## config.mk

```make
export PLATFORM = sky130hd
export DESIGN_NAME = alu_issue_ctrl
export DESIGN_NICKNAME = d
export VERILOG_FILES = /design/src/rtl/alu_pkg.sv /design/src/rtl/alu_op_decode.sv /design/src/rtl/alu_issue_ctrl.sv
export SDC_FILE = /design/constraint.sdc
export NUM_CORES = 1
export LEC_CHECK = 0
export CORE_UTILIZATION = 55
export CTS_BUF_LIST = sky130_fd_sc_hd__clkbuf_8
export DETAILED_ROUTE_END_ITERATION = 10
export DONT_BUFFER_PORTS = 1
export PLACE_DENSITY = 0.7
export SETUP_SLACK_MARGIN = 0.2
export SLEW_MARGIN = 0
export SYNTH_ARGS = -nofsm -noshare
export SYNTH_HDL_FRONTEND = slang
export SYNTH_HIERARCHICAL = 1
export SYNTH_SLANG_ARGS = --single-unit
```

## constraint.sdc

```tcl
create_clock -name clk -period 1.91 [get_ports clk]
set_input_delay 0.191 -clock clk [delete_from_list [all_inputs] [get_ports clk]]
set_output_delay 0.191 -clock clk [all_outputs]
set_load 0.02 [all_outputs]
```

## src/rtl/alu_pkg.sv

```systemverilog
// Shared constants for the ALU issue controller: ALU opcodes, ALUOp
// encodings, funct3 values and the issue FSM state encoding.
package alu_pkg;

  localparam logic [3:0] ALU_AND = 4'b0000;
  localparam logic [3:0] ALU_OR  = 4'b0001;
  localparam logic [3:0] ALU_ADD = 4'b0010;
  localparam logic [3:0] ALU_SUB = 4'b0110;

  typedef enum logic [1:0] {
    ALUOP_LDST  = 2'b00,
    ALUOP_BR    = 2'b01,
    ALUOP_RTYPE = 2'b10,
    ALUOP_RSVD  = 2'b11
  } aluop_e;

  localparam logic [2:0] F3_ADDSUB = 3'b000;
  localparam logic [2:0] F3_OR     = 3'b110;
  localparam logic [2:0] F3_AND    = 3'b111;

  typedef enum logic [1:0] {
    ST_IDLE = 2'b00,
    ST_EXEC = 2'b01,
    ST_RESP = 2'b10
  } state_e;

endpackage

```

## src/rtl/alu_op_decode.sv

```systemverilog
// Combinational ALUOp/funct decode to a 4-bit ALU operation plus an
// illegal flag for encodings the ALU does not support.
module alu_op_decode
  import alu_pkg::*;
(
  input  logic [1:0] aluop,
  input  logic [2:0] funct3,
  input  logic       funct7_5,
  output logic [3:0] operation,
  output logic       illegal
);

  always_comb begin
    operation = ALU_ADD;
    illegal   = 1'b0;
    case (aluop_e'(aluop))
      ALUOP_LDST: operation = ALU_ADD;
      ALUOP_BR:   operation = ALU_SUB;
      ALUOP_RTYPE: begin
        case (funct3)
          F3_ADDSUB: operation = funct7_5 ? ALU_SUB : ALU_ADD;
          F3_AND:    operation = ALU_AND;
          F3_OR:     operation = ALU_OR;
          default:   illegal   = 1'b1;
        endcase
      end
      default: illegal = 1'b1;
    endcase
  end

endmodule

```

## src/rtl/alu_issue_ctrl.sv

```systemverilog
// Issue controller: accepts one request, drives the ALU for one cycle and
// holds the result until taken. Optional zero flag: ALU_ISSUE_ZERO_FLAG_EN.
module alu_issue_ctrl
  import alu_pkg::*;
(
  input  logic        clk,
  input  logic        rst_n,
  input  logic        req_valid,
  output logic        req_ready,
  input  logic [1:0]  req_aluop,
  input  logic [2:0]  req_funct3,
  input  logic        req_funct7_5,
  input  logic [31:0] req_a,
  input  logic [31:0] req_b,
  output logic [3:0]  alu_operation,
  output logic [31:0] alu_in1,
  output logic [31:0] alu_in2,
  input  logic [31:0] alu_result,
  output logic        rsp_valid,
  input  logic        rsp_ready,
  output logic [31:0] rsp_result,
  output logic        rsp_illegal
`ifdef ALU_ISSUE_ZERO_FLAG_EN
  ,
  output logic        rsp_zero
`endif
);

  state_e     state, next_state;
  logic [3:0] dec_op;
  logic       dec_illegal;
  logic       accept;

  alu_op_decode u_decode (
    .aluop     (req_aluop),
    .funct3    (req_funct3),
    .funct7_5  (req_funct7_5),
    .operation (dec_op),
    .illegal   (dec_illegal)
  );

  assign accept = req_valid & req_ready;

  always_ff @(posedge clk or negedge rst_n) begin
    if (!rst_n) state <= ST_IDLE;
    else        state <= next_state;
  end

  always_comb begin
    next_state = state;
    req_ready  = 1'b0;
    rsp_valid  = 1'b0;
    case (state)
      ST_IDLE: begin
        req_ready = 1'b1;
        if (req_valid) next_state = dec_illegal ? ST_RESP : ST_EXEC;
      end
      ST_EXEC: next_state = ST_RESP;
      ST_RESP: begin
        rsp_valid = 1'b1;
        if (rsp_ready) next_state = ST_IDLE;
      end
      default: next_state = ST_IDLE;
    endcase
  end

  // ALU drive only changes on a legal accept; illegal requests leave it alone.
  always_ff @(posedge clk or negedge rst_n) begin
    if (!rst_n) begin
      alu_operation <= ALU_AND;
      alu_in1       <= '0;
      alu_in2       <= '0;
    end else if (accept && !dec_illegal) begin
      alu_operation <= dec_op;
      alu_in1       <= req_a;
      alu_in2       <= req_b;
    end
  end

  always_ff @(posedge clk or negedge rst_n) begin
    if (!rst_n) begin
      rsp_result  <= '0;
      rsp_illegal <= 1'b0;
    end else if (accept && dec_illegal) begin
      rsp_result  <= '0;
      rsp_illegal <= 1'b1;
    end else if (state == ST_EXEC) begin
      rsp_result  <= alu_result;
      rsp_illegal <= 1'b0;
    end
  end

`ifdef ALU_ISSUE_ZERO_FLAG_EN
  always_ff @(posedge clk or negedge rst_n) begin
    if (!rst_n)                      rsp_zero <= 1'b0;
    else if (accept && dec_illegal)  rsp_zero <= 1'b0;
    else if (state == ST_EXEC)       rsp_zero <= (alu_result == '0);
  end
`endif

endmodule

```

==> out/summary.json <==
{
  "timing_max_transition_violations_final": 0,
  "antenna_left": 0,
  "avgViaCountPerCell": 5.54,
  "cp-end-kind": "flip-flop",
  "grt_pass1_wl_um": 16900,
  "clk_pin_slew_worst_paths_ns": 0.10,
  "setup_violations": 0,
  "finalHoldViolations": 103,
  "starting_density_pct": 57.9,
  "syn-instance-count": 314,
  "floorplan.core_area_mm2": 0.00737,
  "hold_path.class": "input pin to async pin",
  "clock_latency_ns": 0.37,
  "chipHeight_um": 90.1,
  "setup.worst_path.start_class": "flip-flop",
  "count_of_routing_violations_after_the_opening_detailed_route_iteration": 110,
  "postLayoutCoreUtil_pct": 77.1,
  "p_per_area_mw_per_mm2": 1400,
  "hold-worst-slack_ns": -0.496,
  "buffer_ports.inserted": 0,
  "reg2reg_slack_ns": 0.32,
  "outcome": "finished with violations",
  "die_area_mm2": 0.00811,
  "routed-via-count": 2866,
  "gp_congestion": 0.777,
  "boundaryPins": 209,
  "die-width_um": 90.1,
  "final.setup.tns_ns": 0,
  "worstPathRequired_ns": 2.16,
  "floorplan.rows": 31,
  "critPathMaxFanout": 18,
  "cts.hold.buffers_added": 97,
  "post-synth-top-area-fraction_pct": 60.4,
  "max_cap_viol_count": 0,
  "pre_cts_ws_ns": 0.0246,
  "sum_of_internal_switching_and_leakage_power_mw": 7.96,
  "final_common_cell": "sky130_fd_sc_hd__dfrtp_1",
  "worst_ir_drop_vdd_uv": 960,
  "drive_gt1_share_pct": 25.2,
  "timing_worst_setup_path_type": "flip-flop to flip-flop",
  "syn-num-nets": 423,
  "cts_buffers": 9,
  "initial_antenna_violation_count": 0,
  "routed_wl_um": 10200,
  "worst_clock_skew_ns": 0.0108,
  "final.setup.worst_slack_ns": 0.323,
  "detail_route.drc_violations": 0,
  "htree_num_levels": 3,
  "layout.nets": 521,
  "grt_start_max_net_pins": 104,
  "arrival_ns": 1.84,
  "number_of_search_and_repair_iterations_in_the_first_detailed_routing_pass": 4,
  "ys_seq_elements": 103,
  "fin_crit_sh_pct": 83.1,
  "layout.cells.most_common_list": "sky130_fd_sc_hd__dfrtp_1, sky130_fd_sc_hd__dlygate4sd3_1, sky130_fd_sc_hd__mux2_2",
  "dp_hpwl_um": 6080,
  "root_buffer": "sky130_fd_sc_hd__clkbuf_8",
  "cts_tree": "done",
  "post-synth-top-area-cell": "sky130_fd_sc_hd__dfrtp_1",
  "count_of_unique_library_cells_instantiated_by_yosys": 26,
  "synth_area_leaders": "sky130_fd_sc_hd__dfrtp_1, sky130_fd_sc_hd__mux2_2, sky130_fd_sc_hd__nand3b_1",
  "postSynthAreaPerCell_um2": 13.6,
  "synth_sequential_area_ratio_pct": 60.4,
  "yosys_warnings": 6,
  "fillers": 444,
  "clock_sink_count": 103,
  "unrepaired_setup_endpoints_after_global_routing": "false",
  "violated_checks": "hold timing",
  "power.leakage_nw": 2.41,
  "netlist_area_mm2": 0.00427,
  "congestion_overflow_gr": 0,
  "cts.path.max_buffers": 2,
  "period_minus_slack_ns": 1.59,
  "grt_pass1_vias": 3294,
  "max_freq_ghz": 0.630,
  "synthToLayoutAreaGrowth_pct": 33.3,
  "global_route.usage.total_pct": 26.7,
  "avgRoutedWirePerCell_um": 19.8
}
## where the power goes
| group | internal, mW | total [mW] | switching (mW) |
|---|---|---|---|
| logic | 1.07 | 1.70 | 0.629 |
| clock network | 0.490 | 1.26 | 0.771 |
| registers | 3.10 | 5.00 | 1.90 |
## final cells by class
class	count	area (um^2)	area share, %
Timing Repair Buffer	111	1160	20.4
Tap cell	99	124	2.18
Inverter	35	144	2.53
Sequential cell	103	2580	45.3
Multi-Input combinational cell	152	1500	26.3
Clock buffer	9	124	2.18
Clock inverter	7	56.3	0.990
Antenna cell	1	2.50	0.0440
## cell families after synthesis
family,share of synthesized area (%)
other,0.0879
buffers and inverters,6.13
muxes,17.9
adders and majority gates,0.880
DFF,60.4
and+or+nand+nor,7.62
AOI/OAI and AO/OA,6.92
## worst max-delay path, cell delays in order, from the launching register on
cell and delay [ns]:
sky130_fd_sc_hd__dfrtp_1 0.43, sky130_fd_sc_hd__nor4b_4 0.35, sky130_fd_sc_hd__buf_12 0.18, sky130_fd_sc_hd__buf_12 0.16, sky130_fd_sc_hd__mux2_2 0.35
## layer usage
metal / up-vias / track usage [%] / share of wire [%]
met3: 27 / 9.98 / 8.1
li1: 1281 / - / -
met2: 146 / 45.5 / 52
met5: - / 0 / 0
met4: 0 / 13.2 / 3.2
met1: 1412 / 29.3 / 37
## state kept, by name, indices dropped and copies added (netlist names)
register,cells
rsp_illegal,1
alu_in2,32
alu_operation,4
alu_in1,32
rsp_result,32
state,2
## synth_stat cells
cell type and n:
sky130_fd_sc_hd__a21bo_1 1, sky130_fd_sc_hd__a21oi_1 1, sky130_fd_sc_hd__and3b_1 1, sky130_fd_sc_hd__and4b_2 1
sky130_fd_sc_hd__buf_2 2, sky130_fd_sc_hd__buf_4 6, sky130_fd_sc_hd__buf_6 2, sky130_fd_sc_hd__clkbuf_1 14
sky130_fd_sc_hd__conb_1 1, sky130_fd_sc_hd__dfrtp_1 103, sky130_fd_sc_hd__ha_1 3, sky130_fd_sc_hd__inv_1 35
sky130_fd_sc_hd__mux2_1 9, sky130_fd_sc_hd__mux2_2 59, sky130_fd_sc_hd__nand2_1 1, sky130_fd_sc_hd__nand3b_1 33
sky130_fd_sc_hd__nand4b_1 1, sky130_fd_sc_hd__nor2_1 1, sky130_fd_sc_hd__nor2b_1 2, sky130_fd_sc_hd__nor3_1 1
sky130_fd_sc_hd__nor4b_4 1, sky130_fd_sc_hd__o21ba_2 1, sky130_fd_sc_hd__o2bb2ai_1 1, sky130_fd_sc_hd__o31ai_1 32
sky130_fd_sc_hd__o31ai_2 1, sky130_fd_sc_hd__o32ai_1 1
## timing repair
action,in CTS,in global routing
setup buffers,0,0
endpoints found under the setup margin,0,1
gates resized for setup,0,3
hold endpoints to repair,200,103
## worst paths after layout
| check | start | end | cells past startpoint |
|---|---|---|---|
| worst min-delay path | rst_n | alu_operation[0] | 0 |
| max in group asynchronous | rst_n | alu_in2[14] | 0 |
| worst max-delay path | state[0] | alu_in1[31] | 4 |
| worst min register to register | rsp_result[29] | rsp_result[29] | 2 |
| min in group clk | req_valid | state[1] | 2 |
| worst max register to register | state[0] | alu_in1[31] | 4 |
## per-stage QoR
| step | hold WS, ns | cells | area (um^2) |
|---|---|---|---|
| floorplan | -0.105 | 314 | 4350 |
| global placement | -0.103 | 403 | 4520 |
| detailed placement | -0.102 | 403 | 4520 |
| CTS | -0.503 | 516 | 5670 |
| global route | -0.520 | 516 | 5680 |
| finish | -0.496 | 517 | 5690 |
(Power assumes the default switching activity.)
